### config.mk
export PLATFORM = sky130hd
export DESIGN_NAME = frame_sender
export DESIGN_NICKNAME = d
export VERILOG_FILES = /design/src/rtl/frame_sender.sv
export SDC_FILE = /design/constraint.sdc
export NUM_CORES = 1
export LEC_CHECK = 0
export ABC_AREA = 1
export ABC_CLOCK_PERIOD_IN_PS = 3300
export CORE_UTILIZATION = 58
export DETAILED_ROUTE_END_ITERATION = 10
export MAX_ROUTING_LAYER = met4
export PLACE_DENSITY_LB_ADDON = 0.1
export RECOVER_POWER = 50
export SYNTH_ARGS = -nofsm -noshare
export SYNTH_HDL_FRONTEND = slang
export SYNTH_SLANG_ARGS = --single-unit
### constraint.sdc
create_clock -name clk -period 3.3 [get_ports clk]
set_input_delay 0.66 -clock clk [delete_from_list [all_inputs] [get_ports clk]]
set_output_delay 0.66 -clock clk [all_outputs]
set_load 0.01 [all_outputs]
### src/rtl/frame_sender.sv
// frame_sender: buffers fast and slow payload bytes and serializes them as a strobed frame.
module frame_sender #(
    parameter int BYTES    = 16,
    parameter int STROB_HI = 2,
    parameter int GAP      = 4
) (
    input  logic        clk,
    input  logic        rst,
    input  logic [11:0] fData,
    input  logic        fVal,
    input  logic [11:0] sData,
    input  logic        sVal,
    input  logic [10:0] sAddr,
    input  logic        start,
    output logic [7:0]  oData,
    output logic        strob,
    output logic        busy,
    output logic        done,
    output logic        ovf,
    output logic        unf
);
    localparam int CW = $clog2(BYTES + 1);
    localparam int AW = BYTES > 1 ? $clog2(BYTES) : 1;
    localparam int IW = $clog2(BYTES + 2);
    localparam int TW = $clog2((STROB_HI > GAP ? STROB_HI : GAP) + 1);
    typedef enum logic [2:0] {IDLE, LOAD, HIGH, LOW, DONE} state_t;
    state_t        state_q;
    logic [7:0]    mem_q [BYTES];
    logic [AW-1:0] wr_q, rd_q;
    logic [CW-1:0] cnt_q, cnt_d;
    logic [IW-1:0] idx_q;
    logic [TW-1:0] tm_q;
    logic [9:0]    pend_q, tx_q, slow;
    logic          pv_q, fast, pop, push;
    logic [7:0]    byte_d;
    logic          unused;
    assign unused = ^{fData[11], fData[2:0], sData[11], sData[0]};
    always_comb begin
        fast   = idx_q < IW'(BYTES);
        pop    = state_q == LOAD && fast && cnt_q != '0;
        push   = fVal && (cnt_q != CW'(BYTES) || pop);
        cnt_d  = cnt_q + CW'(push) - CW'(pop);
        slow   = sAddr == '0 ? '0 : tx_q;
        byte_d = fast ? (pop ? mem_q[rd_q] : 8'h00) :
                 idx_q == IW'(BYTES) ? slow[7:0] : {6'b0, slow[9:8]};
    end
    // a pop in the same cycle frees the slot a write into a full buffer needs
    always_ff @(posedge clk) begin
        if (rst) begin
            wr_q  <= '0;
            rd_q  <= '0;
            cnt_q <= '0;
            ovf   <= 1'b0;
        end else begin
            if (push) begin
                mem_q[wr_q] <= fData[10:3];
                wr_q        <= wr_q == AW'(BYTES - 1) ? '0 : wr_q + 1'b1;
            end
            if (pop) rd_q <= rd_q == AW'(BYTES - 1) ? '0 : rd_q + 1'b1;
            cnt_q <= cnt_d;
            if (fVal && !push) ovf <= 1'b1;
        end
    end
    always_ff @(posedge clk) begin
        if (rst) begin
            state_q <= IDLE;
            idx_q   <= '0;
            tm_q    <= '0;
            pend_q  <= '0;
            pv_q    <= 1'b0;
            tx_q    <= '0;
            oData   <= 8'h00;
            strob   <= 1'b0;
            busy    <= 1'b0;
            done    <= 1'b0;
            unf     <= 1'b0;
        end else begin
            case (state_q)
                IDLE: if (start) begin
                    state_q <= LOAD;
                    idx_q   <= '0;
                    tx_q    <= pv_q ? pend_q : '0;
                    pv_q    <= 1'b0;
                    busy    <= 1'b1;
                end
                LOAD: begin
                    oData   <= byte_d;
                    strob   <= 1'b1;
                    tm_q    <= '0;
                    state_q <= HIGH;
                    if (fast && cnt_q == '0) unf <= 1'b1;
                end
                HIGH: if (tm_q == TW'(STROB_HI - 1)) begin
                    strob   <= 1'b0;
                    tm_q    <= '0;
                    state_q <= LOW;
                end else begin
                    tm_q <= tm_q + 1'b1;
                end
                LOW: if (tm_q != TW'(GAP - 1)) begin
                    tm_q <= tm_q + 1'b1;
                end else if (idx_q == IW'(BYTES + 1)) begin
                    done    <= 1'b1;
                    state_q <= DONE;
                end else begin
                    idx_q   <= idx_q + 1'b1;
                    state_q <= LOAD;
                end
                DONE: begin
                    done    <= 1'b0;
                    busy    <= 1'b0;
                    state_q <= IDLE;
                end
                default: state_q <= IDLE;
            endcase
            // a new slow word always lands in the pending register, even on the start cycle
            if (sVal) begin
                pend_q <= sData[10:1];
                pv_q   <= 1'b1;
            end
        end
    end
endmodule

==> results.json, run 1 <==
{
  "outcome": "complete, no violations",
  "die_area_um2": 14870,
  "overflow": 0,
  "max_stage_delay_ns": 0.40,
  "timing.slew.headroom_pct": 22.19,
  "wirelength_um": 17110,
  "diodes": 0,
  "grt_pass1_vias": 5786,
  "ctsResizeCount": 0,
  "power_density_nw_per_um2": 731.3,
  "worstSetupPathType": "reg -> reg",
  "period_share_pct": 81.30,
  "io_pins": 53,
  "dieHeight_um": 122.0,
  "drt_drc_violations_left": 0,
  "port_buffers": 46,
  "clk_pin_slew_worst_paths_ns": 0.07,
  "grt_use_total_pct": 25.61,
  "area_growth_syn_to_layout_pct": 14.63,
  "crit_slowest_cell": "fa_1",
  "die_w_um": 122.0,
  "drive_gt1_share_pct": 6.482,
  "cpMostUsedCell": "inv_1",
  "cts_tree": "built",
  "synthSimpleGateAreaFrac_pct": 22.73,
  "setup_viol": 0,
  "drt_iter0_markers": 509,
  "crit_path_max_fanout": 12,
  "layout_commonest_cell": "nand2_1",
  "rsz0062_at_grt": "false",
  "cts_buffer_depth": 2,
  "tns_ns": 0,
  "insertion_delay_ns": 0.43,
  "firstDrtPassIters": 8,
  "maxCapViolCount": 0,
  "htree_levels": 4,
  "fin_skew_ns": 0.007356,
  "worst_setup_path_start_kind": "register",
  "root_buffer": "clkbuf_16",
  "crit_required_ns": 3.66,
  "yosysTopAreaCellShare_pct": 46.05,
  "synth_top_family_by_area": "simple AND/OR/NAND/NOR gates",
  "slew_viol_final": 0,
  "clock-sinks": 190,
  "muxShareOfSynthArea_pct": 0,
  "finalCriticalPeriod_ns": 2.683,
  "synth_edf_count": 128,
  "crit_family": "adder cells",
  "grt_max_degree": 65,
  "grt_pass1_wl_um": 27740,
  "dr_total_vias": 6057,
  "path_buf_inv": 4,
  "cts_buffers": 17,
  "detail-route-antenna-nets": 0,
  "dp_hpwl_um": 11500,
  "mostFrequentLayoutCells": "216 x nand2_1, 128 x edfxtp_1, 122 x nand3_1, 120 x inv_1, 66 x nor2_1",
  "wl_per_cell_um": 15.26,
  "worst_ir_drop_vdd_mv": 0.4032,
  "end_kind": "register",
  "num_rows": 43,
  "synth.area.top_cells": "edfxtp_1 46%, dfxtp_1 15%, nand2_1 9.7%",
  "core-area_um2": 13930,
  "holdBufCountCts": 0,
  "synthAdderAreaFrac_pct": 2.788,
  "antenna_found_initial": 0,
  "synth_flop_cell": "edfxtp_1",
  "avgSynthCellArea_um2": 9.410,
  "synth_cell_types": 35,
  "path_cells": "inv_1 > nand3_4 > nor2_4 > nand2_4 > inv_2 > ha_1 > inv_1 > ha_1 > inv_1 > fa_1 > o31ai_1 > o21ai_0 > a21oi_1",
  "layout.nets": 986,
  "ys_ff_latch": 190,
  "synth_warnings": 0,
  "worstPathArrival_ns": 3.04,
  "syn_area_um2": 8347,
  "hold_path_class": "reg -> reg",
  "place.gp.congestion": 0.8581,
  "max_freq_mhz": 372.7,
  "synthArstFlopShare_pct": 0,
  "yosysTopAreaCell": "edfxtp_1",
  "fill_cells": 1087,
  "worstMarginPinSlew_ns": 1.166,
  "hold_viol_final": 0,
  "dpl-instance-area_um2": 8966,
  "syn_nets": 945,
  "syn_inst": 887,
  "finalPower_mw": 6.997,
  "post_cts_buffers": 0,
  "p_leak_nw": 3.963,
  "synth-xor-area-share_pct": 0.5247,
  "fin_area_um2": 9568,
  "vias_per_cell": 5.403,
  "synth_compound_area_share_pct": 5.531,
  "seq_area_frac_synth_pct": 60.92,
  "initial_core_util_pct": 59.90
}
==> worst register-to-register path, cell delays in order, from the launching register on <==
cell,delay [ns]
dfxtp_1,0.31
inv_1,0.16
nand3_4,0.18
nor2_4,0.17
nand2_4,0.10
inv_2,0.21
ha_1,0.28
inv_1,0.06
ha_1,0.16
inv_1,0.05
fa_1,0.40
o31ai_1,0.30
o21ai_0,0.11
a21oi_1,0.14
==> report_power, final <==
group / total (mW) / switching (mW) / internal (mW) / leakage, nW
Combinational: 2.05 / 1.35 / 0.697 / 1.99
Sequential: 2.86 / 0.131 / 2.73 / 1.66
Clock: 2.09 / 0.852 / 1.24 / 0.308
Total: 7.00 / 2.33 / 4.67 / 3.96
==> cells in the mapped netlist, types with 2 or more instances <==
library cell	instances
a31oi_1	7
inv_2	5
o21ai_0	39
nand2_1	215
inv_1	120
clkbuf_1	18
nor2_4	3
buf_1	2
nand3b_1	2
nor3_1	3
o21ai_1	3
ha_1	17
a21oi_1	31
edfxtp_1	128
nand3_1	122
xor2_1	5
nand2_4	5
o211a_1	3
nand2_2	2
dfxtp_1	62
buf_2	15
nor2_1	66
a211oi_1	2
==> layer usage <==
layer	track usage (%)	wire length [um]
met1	29.21	6919
met2	43.71	8690
met3	3.979	1002
met4	12.89	500
met5	-	0
==> state kept, by name, indices dropped and copies added (netlist names), named ones only <==
register,cells
mem_q,128
pend_q,10
tx_q,10
oData,8
cnt_q,5
idx_q,5
rd_q,4
wr_q,4
state_q,3
tm_q,3
busy,1
done,1
ovf,1
pv_q,1
strob,1
unf,1
==> logic make-up (layout without fill, tap and decap cells) <==
family / count (synthesis) / count (layout)
xor+xnor: 5 / 5
compound gates: 86 / 86
fa+ha+maj: 18 / 18
buf+inv: 161 / 215
flops: 190 / 190
simple gates: 427 / 427
==> per-stage QoR <==
stage	std cells	util (%)	setup WS, ns	hold WS (ns)
floorplan	887	-	0.9009	0.4315
global placement	1089	64.34	0.3539	0.4373
detailed placement	1089	64.34	0.3545	0.4371
CTS	1121	68.73	0.6057	0.4484
global route	1121	68.66	0.3832	0.4767
finish	1121	68.66	0.6170	0.4464
==> worst paths after layout <==
check                   from  endpoint  slack [ns]  cells after the start
setup / recovery  state_q[2]  cnt_q[4]        0.62                     13
hold reg to reg         busy      busy        0.45                      2
hold / removal          busy      busy        0.45                      2
setup reg to reg  state_q[2]  cnt_q[4]        0.62                     13
==> final cells by class <==
class                      count  area (um2)  area share [%]
clock buffer                  19       454.2           4.747
timing repair buffer          58       543.0           5.675
tap                          180       225.2           2.354
multi-input combinational    536        2633           27.51
clock inverter                13       157.7           1.648
inverter                     125       469.2           4.904
sequential                   190        5086           53.16
(Power assumes the default switching activity.)
==> inputs of run 2 (changes only) <==
ABC_CLOCK_PERIOD_IN_PS = 2400   (was 3300)
CORE_UTILIZATION = 53   (was 58)
clock period = 2.4 ns   (was 3.3 ns; I/O delays follow)
==> results.json, run 2 (synthesis results as in run 1) <==
{
  "largestRegisters": "mem_q: 128 flops, pend_q: 10 flops, tx_q: 10 flops",
  "final_cells": 1185,
  "insertion_delay_ns": 0.43,
  "clock-sinks": 190,
  "holdBufCountCts": 0,
  "p_leak_nw": 4.126,
  "diodes": 0,
  "worstMarginPinSlew_ns": 0.7948,
  "setup_slack_ns": 0.08216,
  "place_ws_ns": -0.3913,
  "firstDrtPassIters": 4,
  "cts_tree": "built",
  "largest_reg_flops": 128,
  "max_freq_mhz": 431.4,
  "tns_ns": 0,
  "r2r_slack_ns": 0.08,
  "finalCriticalPeriod_ns": 2.318,
  "finalPower_mw": 10.02,
  "clk_pin_slew_worst_paths_ns": 0.07,
  "worst_ir_drop_vdd_mv": 0.5601,
  "drive_gt1_share_pct": 10.78,
  "cts_buffer_depth": 2,
  "grt_pass1_vias": 6000,
  "drt_iter0_markers": 314,
  "vias_per_cell": 5.140,
  "port_buffers": 46,
  "initial_core_util_pct": 54.70,
  "maxCapViolCount": 0,
  "grt_max_degree": 65,
  "core-area_um2": 15260,
  "layout_commonest_cell": "nand2_1",
  "rsz0062_at_grt": "false",
  "dp_hpwl_um": 12070,
  "detail-route-antenna-nets": 0,
  "hold_depth": 2,
  "overflow": 0,
  "fin_skew_ns": 0.005956,
  "dr_total_vias": 6091,
  "slew_viol_final": 0,
  "grt_use_total_pct": 24.64,
  "setup_viol": 0,
  "grt_pass1_wl_um": 29190,
  "hold_ws_ns": 0.4484,
  "wl_per_cell_um": 15.39,
  "crit_required_ns": 2.73,
  "worst_setup_path_start_kind": "register",
  "die_area_um2": 16260,
  "hold_path_class": "reg -> reg",
  "end_kind": "register",
  "wirelength_um": 18240,
  "crit_path_max_fanout": 2,
  "root_buffer": "clkbuf_16",
  "num_rows": 45,
  "period_share_pct": 96.58,
  "area_growth_syn_to_layout_pct": 19.01,
  "top_register": "mem_q",
  "cts_buffers": 17,
  "place.gp.congestion": 0.8538,
  "die_w_um": 127.5,
  "timing.slew.headroom_pct": 46.84,
  "mostFrequentLayoutCells": "216 x nand2_1, 128 x edfxtp_1, 122 x nand3_1, 116 x inv_1, 65 x nor2_1",
  "antenna_found_initial": 0,
  "dp.cells": 1150,
  "dieHeight_um": 127.5,
  "hold_viol_final": 0,
  "io_pins": 53,
  "htree_levels": 4,
  "layout.nets": 1019,
  "outcome": "complete, no violations",
  "worstPathArrival_ns": 2.64,
  "drt_drc_violations_left": 0,
  "power_density_nw_per_um2": 1009,
  "reg2regPathDepth": 14,
  "worstSetupPathType": "reg -> reg"
}
-- run 2: cell types whose count changed in the layout (fill, tap and decap cells not counted), sizes merged --
cell      before  now
inv          130  128
clkinvlp       0    2
clkinv         5    4
buf           10   41
clkbuf        21   24
-- run 2: where the power goes --
group	internal [mW]	total, mW	leakage, nW	switching, mW
clock network	1.71	2.92	0.297	1.21
logic	1.19	3.17	2.17	1.98
registers	3.76	3.93	1.66	0.171
-- run 2: per-stage QoR --
stage | area (um2) | utilization (%)
2_1_floorplan | 8347 | -
3_3_place_gp | 9243 | 60.57
3_5_place_dp | 9243 | 60.57
4_1_cts | 9887 | 64.80
5_1_grt | 9933 | 65.10
6_report | 9933 | 65.10
-- run 2: path summary, 6_finish.rpt --
| kind | startpoint | end |
|---|---|---|
| setup / recovery | cnt_q[2] | cnt_q[4] |
| hold / removal | busy | busy |
| setup reg to reg | cnt_q[2] | cnt_q[4] |
| hold reg to reg | busy | busy |
-- run 2: final cells by class --
cell class,instances,area (um2)
inverter,125,469.2
multi-input combinational,536,2698
fill,1212,5325
sequential,190,5090
tap,211,264.0
clock buffer,20,457.9
clock inverter,12,158.9
timing repair buffer,91,795.8
-- run 2: routing by layer --
layer / GRT usage, % / share of wire [%] / vias to the layer above
met5: - / 0 / -
met2: 42.40 / 50 / 154
met1: 27.29 / 42 / 2853
li1: - / - / 3048
met3: 4.899 / 4.8 / 36
met4: 12.32 / 2.8 / 0
-- run 2: critical path, stage by stage (launching register included) --
cell and delay [ns]:
dfxtp_2 0.33, inv_2 0.07, ha_4 0.13, nand3_2 0.11
nor2_4 0.16, nand2_4 0.08, nand2_8 0.06, ha_4 0.20
inv_2 0.06, ha_4 0.13, inv_2 0.04, fa_2 0.36
o31ai_4 0.28, buf_4 0.15, a21oi_1 0.05
-- run 2: what timing repair did --
action / 4_1_cts / 5_1_grt
pin swaps: 3 / 6
gates resized for setup: 5 / 15
setup buffers: 1 / 2
endpoints found under the setup margin: 1 / 2
==> inputs of run 3 (changes only) <==
ABC_CLOCK_PERIOD_IN_PS = 2000   (was 2400)
SKIP_LAST_GASP = 1   (was not set)
clock period = 2 ns   (was 2.4 ns; I/O delays follow)
==> results.json, run 3 (synthesis results as in run 1) <==
{
  "outcome": "finished, violations left",
  "violations": "setup timing",
  "cpMostUsedCell": "ha_4",
  "place_ws_ns": -0.4112,
  "worst_ir_drop_vdd_mv": 0.7168,
  "hold_viol_final": 0,
  "utilization_pct": 65.57,
  "place.gp.congestion": 0.8746,
  "largest_reg_flops": 128,
  "die_area_um2": 16260,
  "drive_gt1_share_pct": 11.96,
  "dpl-instance-area_um2": 9423,
  "initial_core_util_pct": 54.70,
  "drt_drc_violations_left": 0,
  "wl_met3_um": 893,
  "clk_pin_slew_worst_paths_ns": 0.07,
  "crit_slowest_cell": "fa_2",
  "firstDrtPassIters": 4,
  "grt_max_degree": 65,
  "layout.nets": 1032,
  "num_rows": 45,
  "drt_iter0_markers": 475,
  "die_w_um": 127.5,
  "worstMarginPinSlew_ns": 1.031,
  "fin_area_um2": 10000,
  "period_share_pct": 112.5,
  "layout_commonest_cell": "nand2_1",
  "worstSetupPathType": "reg -> reg",
  "port_buffers": 46,
  "crit_family": "adder cells",
  "drt-met1-wl_um": 7648,
  "area_growth_syn_to_layout_pct": 19.86,
  "io_pins": 53,
  "timing.slew.headroom_pct": 31.30,
  "finalCriticalPeriod_ns": 2.250,
  "dr_total_vias": 6200,
  "setup_viol": 2,
  "antenna_found_initial": 0,
  "max_freq_mhz": 444.4,
  "setup_slack_ns": -0.2503,
  "diodes": 0,
  "cts_buffers": 17,
  "top_register": "mem_q",
  "crit_required_ns": 2.36,
  "path_buf_inv": 3,
  "rsz0062_at_grt": "true",
  "tns_ns": -0.3959,
  "grt_pass1_vias": 5992,
  "wl_met2_um": 9693,
  "cts_tree": "built",
  "grt_use_total_pct": 25.49,
  "clock-sinks": 190,
  "detail-route-antenna-nets": 0,
  "max_stage_delay_ns": 0.37,
  "p_leak_nw": 4.151,
  "dieHeight_um": 127.5,
  "mostFrequentLayoutCells": "215 x nand2_1, 128 x edfxtp_1, 122 x nand3_1, 116 x inv_1, 61 x nor2_1",
  "vias_per_cell": 5.175,
  "holdBufCountCts": 0,
  "largestRegisters": "mem_q: 128 flops, pend_q: 10 flops, tx_q: 10 flops",
  "dp_hpwl_um": 12560,
  "root_buffer": "clkbuf_16",
  "slew_viol_final": 0,
  "wl_per_cell_um": 15.64,
  "fin_skew_ns": 0.008113,
  "end_kind": "register",
  "overflow": 0,
  "power_density_nw_per_um2": 1187,
  "wirelength_um": 18740,
  "core-area_um2": 15260,
  "insertion_delay_ns": 0.43,
  "worstPathArrival_ns": 2.61,
  "hold_ws_ns": 0.4473,
  "cts_buffer_depth": 2,
  "fill_cells": 1232,
  "path_cells": "inv_2 > ha_4 > nand4_1 > nand2_4 > nand2_4 > nand2_8 > ha_4 > inv_4 > ha_4 > inv_2 > fa_2 > o31ai_4 > o21ai_1 > a21oi_1",
  "maxUsedRoutingLayer": "met4",
  "crit_path_max_fanout": 3,
  "hold_path_class": "reg -> reg",
  "worst_setup_path_start_kind": "register",
  "maxCapViolCount": 0,
  "htree_levels": 4,
  "grt_pass1_wl_um": 29910
}
[run 3: cell count changes in the layout (fill, tap and decap cells not counted), moves of 4 or more]
cell and delta:
nor2_2 +4, clkbuf_1 +4, buf_4 +5, nor2_1 -4
[run 3: timing repair]
| action | in CTS | in global routing |
|---|---|---|
| gates resized for setup | 2 | 11 |
| setup buffers | 2 | 0 |
| pin swaps | 3 | 2 |
| endpoints found under the setup margin | 3 | 30 |
[run 3: worst min-delay path, stage by stage (launching register included)]
cell and delay, ns:
dfxtp_1 0.31, nand2_1 0.06, nand2_1 0.04
[run 3: final timing paths]
| check | slack (ns) | depth (start not counted) | startpoint | endpoint |
|---|---|---|---|---|
| max | -0.25 | 14 | cnt_q[3] | cnt_q[4] |
| min | 0.45 | 2 | busy | busy |
| max reg2reg | -0.25 | 14 | cnt_q[3] | cnt_q[4] |
| min reg2reg | 0.45 | 2 | busy | busy |
[run 3: metrics by stage]
| stage | instances | power (mW) |
|---|---|---|
| final | 1198 | 11.88 |
| after global routing | 1198 | 12.59 |
| after CTS | 1198 | 11.87 |
| after detailed placement | 1164 | 8.627 |
| after global placement | 1164 | 8.484 |
| after floorplan | 887 | 7.325 |
[run 3: metal layers]
metal  global-route usage, %  up-vias
met5                       -        -
met4                   10.99        0
met3                   4.062       32
met2                   43.91      186
met1                   29.58     2913
li1                        -     3069
[run 3: area by class of cell]
| cell class | count | area, um2 | area share (%) |
|---|---|---|---|
| well taps | 211 | 264.0 | 2.639 |
| clock inverters | 10 | 58.81 | 0.5878 |
| repair buffers | 104 | 902.1 | 9.017 |
| multi-input cells | 536 | 2721 | 27.20 |
| flip-flops and latches | 190 | 5090 | 50.88 |
| clock buffers | 22 | 496.7 | 4.965 |
| inverters | 125 | 471.7 | 4.715 |
[run 3: where the power goes]
| part | switching (mW) | internal, mW | total (mW) |
|---|---|---|---|
| Clock | 1.42 | 1.76 | 3.18 |
| Combinational | 2.44 | 1.56 | 4.00 |
| Sequential | 0.195 | 4.51 | 4.70 |
| Total | 4.05 | 7.83 | 11.9 |
